[src/rtl/ixc_readback_32.sv]
// ixc_readback_32: snapshot a WIDTH-bit net and stream it LSB-first as SER_W-bit beats.
// Optional trailing even-parity beat when IXC_READBACK_PARITY_EN is defined.
module ixc_readback_32 #(
  parameter int WIDTH  = 32,
  parameter int SER_W  = 1,
  parameter int DROP_W = 8
) (
  input  logic              clk,
  input  logic              rst,
  input  logic [WIDTH-1:0]  R,
  input  logic              snap_req,
  output logic              busy,
  output logic              so_valid,
  input  logic              so_ready,
  output logic [SER_W-1:0]  so_data,
  output logic              so_last,
  output logic              done,
  output logic [DROP_W-1:0] drop_cnt
);

  localparam int NBEATS = WIDTH / SER_W;
  localparam int CNT_W  = (NBEATS > 1) ? $clog2(NBEATS) : 1;
  localparam logic [CNT_W-1:0] LAST_BEAT = CNT_W'(NBEATS - 1);

  typedef enum logic [1:0] {
    S_IDLE  = 2'd0,
    S_SHIFT = 2'd1
`ifdef IXC_READBACK_PARITY_EN
    ,
    S_PAR   = 2'd2
`endif
  } state_t;

  state_t            r_state;
  state_t            w_next;
  logic [WIDTH-1:0]  r_shift;
  logic [CNT_W-1:0]  r_beat;
  logic [DROP_W-1:0] r_drop;
  logic              r_done;
`ifdef IXC_READBACK_PARITY_EN
  logic              r_par;
`endif

  logic w_hs;
  logic w_last_data;
  logic w_final_hs;
  logic w_accept;
  logic w_drop;

  assign w_last_data = (r_state == S_SHIFT) && (r_beat == LAST_BEAT);
  assign w_hs        = so_valid & so_ready;
  assign w_final_hs  = w_hs & so_last;
  // A new frame may start the same cycle the old one hands off its last beat.
  assign w_accept    = snap_req & ((r_state == S_IDLE) | w_final_hs);
  assign w_drop      = snap_req & ~w_accept;

  assign done     = r_done;
  assign drop_cnt = r_drop;

  // State register.
  always_ff @(posedge clk) begin
    if (rst) begin
      r_state <= S_IDLE;
    end else begin
      r_state <= w_next;
    end
  end

  // Next-state and beat outputs; outputs depend on state only.
  always_comb begin
    w_next   = r_state;
    busy     = 1'b0;
    so_valid = 1'b0;
    so_last  = 1'b0;
    so_data  = '0;
    unique case (r_state)
      S_IDLE: begin
        if (snap_req) begin
          w_next = S_SHIFT;
        end
      end
      S_SHIFT: begin
        busy     = 1'b1;
        so_valid = 1'b1;
        so_data  = r_shift[SER_W-1:0];
`ifdef IXC_READBACK_PARITY_EN
        if (so_ready && w_last_data) begin
          w_next = S_PAR;
        end
`else
        so_last = w_last_data;
        if (so_ready && w_last_data) begin
          w_next = snap_req ? S_SHIFT : S_IDLE;
        end
`endif
      end
`ifdef IXC_READBACK_PARITY_EN
      S_PAR: begin
        busy     = 1'b1;
        so_valid = 1'b1;
        so_last  = 1'b1;
        so_data  = SER_W'(r_par);
        if (so_ready) begin
          w_next = snap_req ? S_SHIFT : S_IDLE;
        end
      end
`endif
      default: begin
        w_next = S_IDLE;
      end
    endcase
  end

  // Snapshot capture and per-handshake shift; stalls leave the beat untouched.
  always_ff @(posedge clk) begin
    if (rst) begin
      r_shift <= '0;
      r_beat  <= '0;
    end else if (w_accept) begin
      r_shift <= R;
      r_beat  <= '0;
    end else if (w_hs && (r_state == S_SHIFT)) begin
      r_shift <= r_shift >> SER_W;
      r_beat  <= r_beat + CNT_W'(1);
    end
  end

`ifdef IXC_READBACK_PARITY_EN
  // Even parity of the whole snapshot, latched with it.
  always_ff @(posedge clk) begin
    if (rst) begin
      r_par <= 1'b0;
    end else if (w_accept) begin
      r_par <= ^R;
    end
  end
`endif

  // Frame-complete pulse, one cycle after the last handshake.
  always_ff @(posedge clk) begin
    if (rst) begin
      r_done <= 1'b0;
    end else begin
      r_done <= w_final_hs;
    end
  end

  // Saturating count of rejected snapshot requests.
  always_ff @(posedge clk) begin
    if (rst) begin
      r_drop <= '0;
    end else if (w_drop && (r_drop != '1)) begin
      r_drop <= r_drop + DROP_W'(1);
    end
  end

endmodule

[config.mk]
export PLATFORM = sky130hd
export DESIGN_NAME = ixc_readback_32
export DESIGN_NICKNAME = d
export VERILOG_FILES = /design/src/rtl/ixc_readback_32.sv
export SDC_FILE = /design/constraint.sdc
export NUM_CORES = 1
export LEC_CHECK = 0
export CAP_MARGIN = 25
export CORE_MARGIN = 2
export CORE_UTILIZATION = 49
export CTS_CLUSTER_DIAMETER = 200
export CTS_CLUSTER_SIZE = 16
export DETAILED_ROUTE_END_ITERATION = 12
export PLACE_DENSITY = 0.79
export SYNTH_ARGS = -nofsm -noshare
export SYNTH_HDL_FRONTEND = slang
export SYNTH_SLANG_ARGS = --single-unit
[constraint.sdc]
create_clock -name clk -period 2.1 [get_ports clk]
set_input_delay 0.525 -clock clk [delete_from_list [all_inputs] [get_ports clk]]
set_output_delay 0.525 -clock clk [all_outputs]
set_load 0.01 [all_outputs]
# --- After elaboration in Yosys (flattened, before gate mapping) ---
# Cells that the tools add are included.
totals:
  reg_bits: 48
  out_inout_bits: 13
  wordCells: 35
classes:
  n_mux: 9
  n_eq_ne: 5
  n_addsub: 2
  n_reduce_logical: 8
  n_bitwise: 6
op_table:
  columns: ["operator", "count"]
  rows:
  - ["$mux 32", 2]
  - ["$add 8x1->8 const B", 1]
  - ["$ne 8x8->1 const B", 1]
  - ["$add 5x1->5 const B", 1]
  - ["$eq 5x5->1 const B", 1]
  - ["$and 1x1->1", 4]
  - ["$logic_and 1x1->1", 4]
  - ["$mux 1", 4]
  - ["$mux 2", 2]
  - ["$pmux 2 s2", 1]
  - ["$eq 2x1->1 const B", 1]
  - ["$logic_not 2->1", 1]
  - ["$ne 2x1->1 const B", 1]
  - ["$ne 2x2->1 const B", 1]
  - ["$reduce_and 2->1", 1]
  - ["$reduce_bool 2->1", 1]
  - ["$reduce_or 2->1", 1]
  - ["$not 1->1", 1]
  - ["$or 1x1->1", 1]

# --- Depth between registers and ports, before layout ---
depth:
  depth_word: 9
  depth_mapped: 8
  mapped_depth_nobuf: 7

# --- Worst setup path after synthesis ---
# Ideal clock, no wire load.
synth_path:
  path_type: "reg2reg"
  start: "register r_beat[0]"
  end: "register r_drop[5] (netlist: drop_cnt[5])"
  arrival_time_ps: 1791
  setup_time_ps: 71
  n_path_buf: 0
  required_time_ps: 2029
  stages_incl_launch_ff: 8
  setup_slack_ps: 239
  path_cell_list: "dfxtp_1 ha_1 and3_1 ha_1 a21boi_4 o211ai_4 or4_1 a21oi_1"
synth_between:
  elab_chain_len: 9
synth_rtl:
  columns: ["element", "line_no", "rtl"]
  rows:
  - ["start: declaration", "37", "logic [CNT_W-1:0] r_beat;"]
  - ["start signal: assignment", "124", "r_beat <= r_beat + CNT_W'(1);"]
  - ["$eq 5x5->1", "50", "assign w_last_data = (r_state == S_SHIFT) && (r_beat == LAST_BEAT);"]
  - ["$logic_and 1x1->1", "50", null]
  - ["$mux 1", "76", "unique case (r_state)"]
  - ["$and 1x1->1", "52", "assign w_final_hs = w_hs & so_last;"]
  - ["$or 1x1->1", "54", "assign w_accept = snap_req & ((r_state == S_IDLE) | w_final_hs);"]
  - ["$and 1x1->1", "54", null]
  - ["$not 1->1", "55", "assign w_drop = snap_req & ~w_accept;"]
  - ["$and 1x1->1", "55", null]
  - ["$logic_and 1x1->1", "152", "end else if (w_drop && (r_drop != '1)) begin"]
  - ["end signal: assignment", "153", "r_drop <= r_drop + DROP_W'(1);"]
  - ["end: declaration", "38", "logic [DROP_W-1:0] r_drop;"]
# Every way passes these cells.
# A chain may end at the register's enable or synchronous reset.

# --- Worst setup path in the final report ---
layout_path:
  start: "register r_beat[0]"
  end: "register r_shift[2]"
layout_between:
  elab_chain_len: 7
layout_rtl:
  columns: ["element", "line_no", "rtl"]
  rows:
  - ["$eq 5x5->1 *", "50", null]
  - ["$logic_and 1x1->1 *", "50", null]
  - ["$mux 1 *", "76", null]
  - ["$and 1x1->1 *", "52", null]
  - ["$or 1x1->1 *", "54", null]
  - ["$and 1x1->1 *", "54", null]
  - ["$mux 32 / $reduce_bool 2->1 (equally long branches)", null, null]
  - ["end signal: assignment", "123", "r_shift <= r_shift >> SER_W;"]
  - ["end: declaration", "36", "logic [WIDTH-1:0] r_shift;"]
# Every way passes the cells marked *; elsewhere a longest branch is shown, timed or not.

==> key figures <==
Synth
  – Post-synth top cells: nand2_1, dfxtp_1, nor2_1
  – Most common cell in the netlist: nand2_1
  – Synth Instances: 250
  – Synth Register Bits: 47
  – Avg Synthesized Cell Area: 8.25 um^2
  – Post-synth top area share: 0.456
  – Asr flop ratio synth: 0
  – Register area share after synthesis: 0.456
  – Post-synthesis cell area: 2060 um^2
  – Synth warnings: 0
  – Most area-consuming cells after synthesis: dfxtp_1, a311oi_1, nand2_1
  – Post-synth top area cell: dfxtp_1
  – Synth cell types: 32
  – Syn_nets: 289
  – EDFF count, synth: 0
  – Most used DFF post-synth: dfxtp_1

Clock tree
  – H-tree Lvls: 2
  – CTS Sinks: 47
  – Hold_buf cts: 0
  – Source-to-sink clock delay at the later pin of the worst-skew pair: 0.30 ns
  – CTS tree: built
  – Clock root buffer: clkbuf_8
  – TritonCTS buffer count: 5
  – Clock transition at path regs: 0.08 ns
  – Clk buf depth: 2

Worst setup path
  – Crit-path max cell delay: 0.33 ns
  – Most frequent cell on the critical path: ha_2
  – Worst Path Required: 2.30 ns
  – Family with the most delay on the worst path: compound AO/OA/AOI/OAI gates
  – Flop-to-flop setup slack: 0.07 ns
  – CP Capture Type: flip-flop
  – Slowest cell on the critical path: dfxtp_2
  – CP cell instances: ha_2 > and3_1 > ha_2 > buf_4 > a21boi_4 > nand2b_4 > clkbuf_16 > nand2_1 > a311oi_1
  – Crit path depth: 9
  – CP Max Fanout: 12
  – CP Launch Type: flip-flop
  – Arr. time, crit path: 2.24 ns
  – WP buf/inv: 2
  – Critical path type: reg2reg
  – R2r worst-path depth: 9

Power
  – Power density over the cells: 652 nW/um^2
  – Peak supply drop: 0.000398 V
  – Post-layout power: 1.89 mW
  – Leak pwr: 1.08 nW

Outcome
  – Outcome: finished, final reports clean

Die
  – Die Ht: 68.9 um
  – Die width: 68.9 um
  – Die area: 4740 um^2
  – CORE AREA: 4030 um^2
  – Total I/O pin count: 49
  – Initial core utilization: 0.512
  – Cell row count: 23

Global routing
  – Initial antenna violation count: 0
  – Met2 usage: 0.346
  – Routing usage on met3: 0.0536
  – Met1 Use GR: 0.275
  – Largest net degree at the start of global routing: 48
  – Grt total ovfl: 0
  – Vias in the first global route: 1,743
  – Layer with the highest usage: met2
  – First-pass GRT wire length: 7760 um
  – Total GRT Usage: 0.215

Final layout
  – P&R area growth vs syn: 40.6%
  – Final core utilization: 0.720
  – Ant diodes: 0
  – Final net count: 342
  – Multi-input logic area: 1090 um^2
  – Combined flip-flop and latch cell area: 943 um^2
  – Fill count: 319
  – Final std cells w/o fill: 354
  – Layout cells sized above 1: 0.125

STA
  – Pins Over Slew Limit: 0
  – Tightest Pin Transition: 0.249 ns
  – Slew headroom: 0.833
  – Fin crit share: 0.968
  – # setup viols final: 0
  – Fmax: 492 MHz
  – Clock Skew: 0.00740 ns
  – Final hold vios: 0
  – Final worst path period need: 2.03 ns
  – WHS: 0.481 ns
  – Final setup TNS: 0 ns

Flow run
  – MaxCap Viol Count: 0

Routing
  – Total Wirelength: 5320 um
  – Initial DRC count: 237
  – DRC: 0
  – Avg WL per Cell: 15.0 um
  – ANT nets after route: 0
  – Detailed Routing Iterations Pass 1: 6
  – Vias: 1,993
  – Drt via density: 5.63

Place
  – IO Port Bufs: 48
  – Detailed placer's ending HPWL: 3080 um
  – Placed Cells incl. Taps: 342
  – GP Congestion: 0.752

Worst hold path
  – Hold depth: 2
  – Min-delay worst type: reg2reg
==> per-layer routing <==
layer / wire length (um) / up-vias
met3: 378 / 6
met4: 46 / 0
met2: 2640 / 84
met5: 0 / -
li1: - / 989
met1: 2250 / 914
==> where the power goes <==
| group | switching (mW) | internal [mW] |
|---|---|---|
| logic | 0.178 | 0.195 |
| registers | 0.0378 | 0.954 |
| clock network | 0.291 | 0.234 |
==> state kept, by name (all words and copies together) (netlist names) <==
register / cells
r_beat: 5
drop_cnt: 8
done: 1
r_shift: 32
r_state: 1
==> cells in the final DEF, fill, tap and decap left out, types with 2 or more instances in the layout <==
| cell | count |
|---|---|
| nand2_1 | 64 |
| clkdlybuf4s50_1 | 47 |
| dfxtp_1 | 45 |
| nor2_1 | 38 |
| a311oi_1 | 25 |
| buf_4 | 8 |
| a311oi_2 | 6 |
| nor3_1 | 6 |
| nand3_1 | 5 |
| clkbuf_8 | 5 |
| buf_12 | 5 |
| a21oi_1 | 4 |
| xor2_1 | 4 |
| mux2i_1 | 3 |
| inv_1 | 3 |
| clkbuf_16 | 3 |
| and2_1 | 2 |
| nand4_1 | 2 |
| o31ai_1 | 2 |
| or4_1 | 2 |
| o21ai_0 | 2 |
| or3_1 | 2 |
| ha_2 | 2 |
| clkbuf_1 | 2 |
| dfxtp_2 | 2 |
==> area by class of cell <==
cell class                      instances  share of cell area
Clock inverter                          1             0.00173
Clock buffer                            7              0.0263
Tap cell                               50              0.0216
Inverter                                3             0.00388
Multi-Input combinational cell        182               0.376
Timing Repair Buffer                   64               0.245
Sequential cell                        47               0.325
==> worst register-to-register path: stages (launching register included) <==
cell,delay [ns]
dfxtp_2,0.33
ha_2,0.18
and3_1,0.18
ha_2,0.17
buf_4,0.14
a21boi_4,0.21
nand2b_4,0.22
clkbuf_16,0.18
nand2_1,0.06
a311oi_1,0.27
==> cells by family after synthesis <==
family | count (synthesis) | synth area share
xor+xnor | 5 | 0.0212
fa+ha+maj | 3 | 0.0182
flops | 47 | 0.456
simple gates | 126 | 0.255
compound gates | 45 | 0.189
mux | 3 | 0.0146
buf+inv | 21 | 0.0455
==> metrics by stage <==
| stage | instance area (um^2) | setup WS (ns) |
|---|---|---|
| floorplan | 2060 | 0.239 |
| global placement | 2680 | 0.0574 |
| detailed placement | 2680 | 0.000135 |
| CTS | 2760 | 0.0146 |
| global route | 2900 | -0.0317 |
| finish | 2900 | 0.0675 |
==> final timing paths <==
check | endpoint | from
max | r_shift[2] | r_beat[0]
min | r_shift[27] | r_shift[28]
max reg2reg | r_shift[2] | r_beat[0]
min reg2reg | r_shift[27] | r_shift[28]
==> timing repair <==
action                                  CTS  global route
endpoints found under the setup margin    1            33
gates resized for setup                   4            12
pin swaps                                 0             2
gates cloned                              0             3
buffers inserted                          0             1
Power figures use the tool's default switching activity.
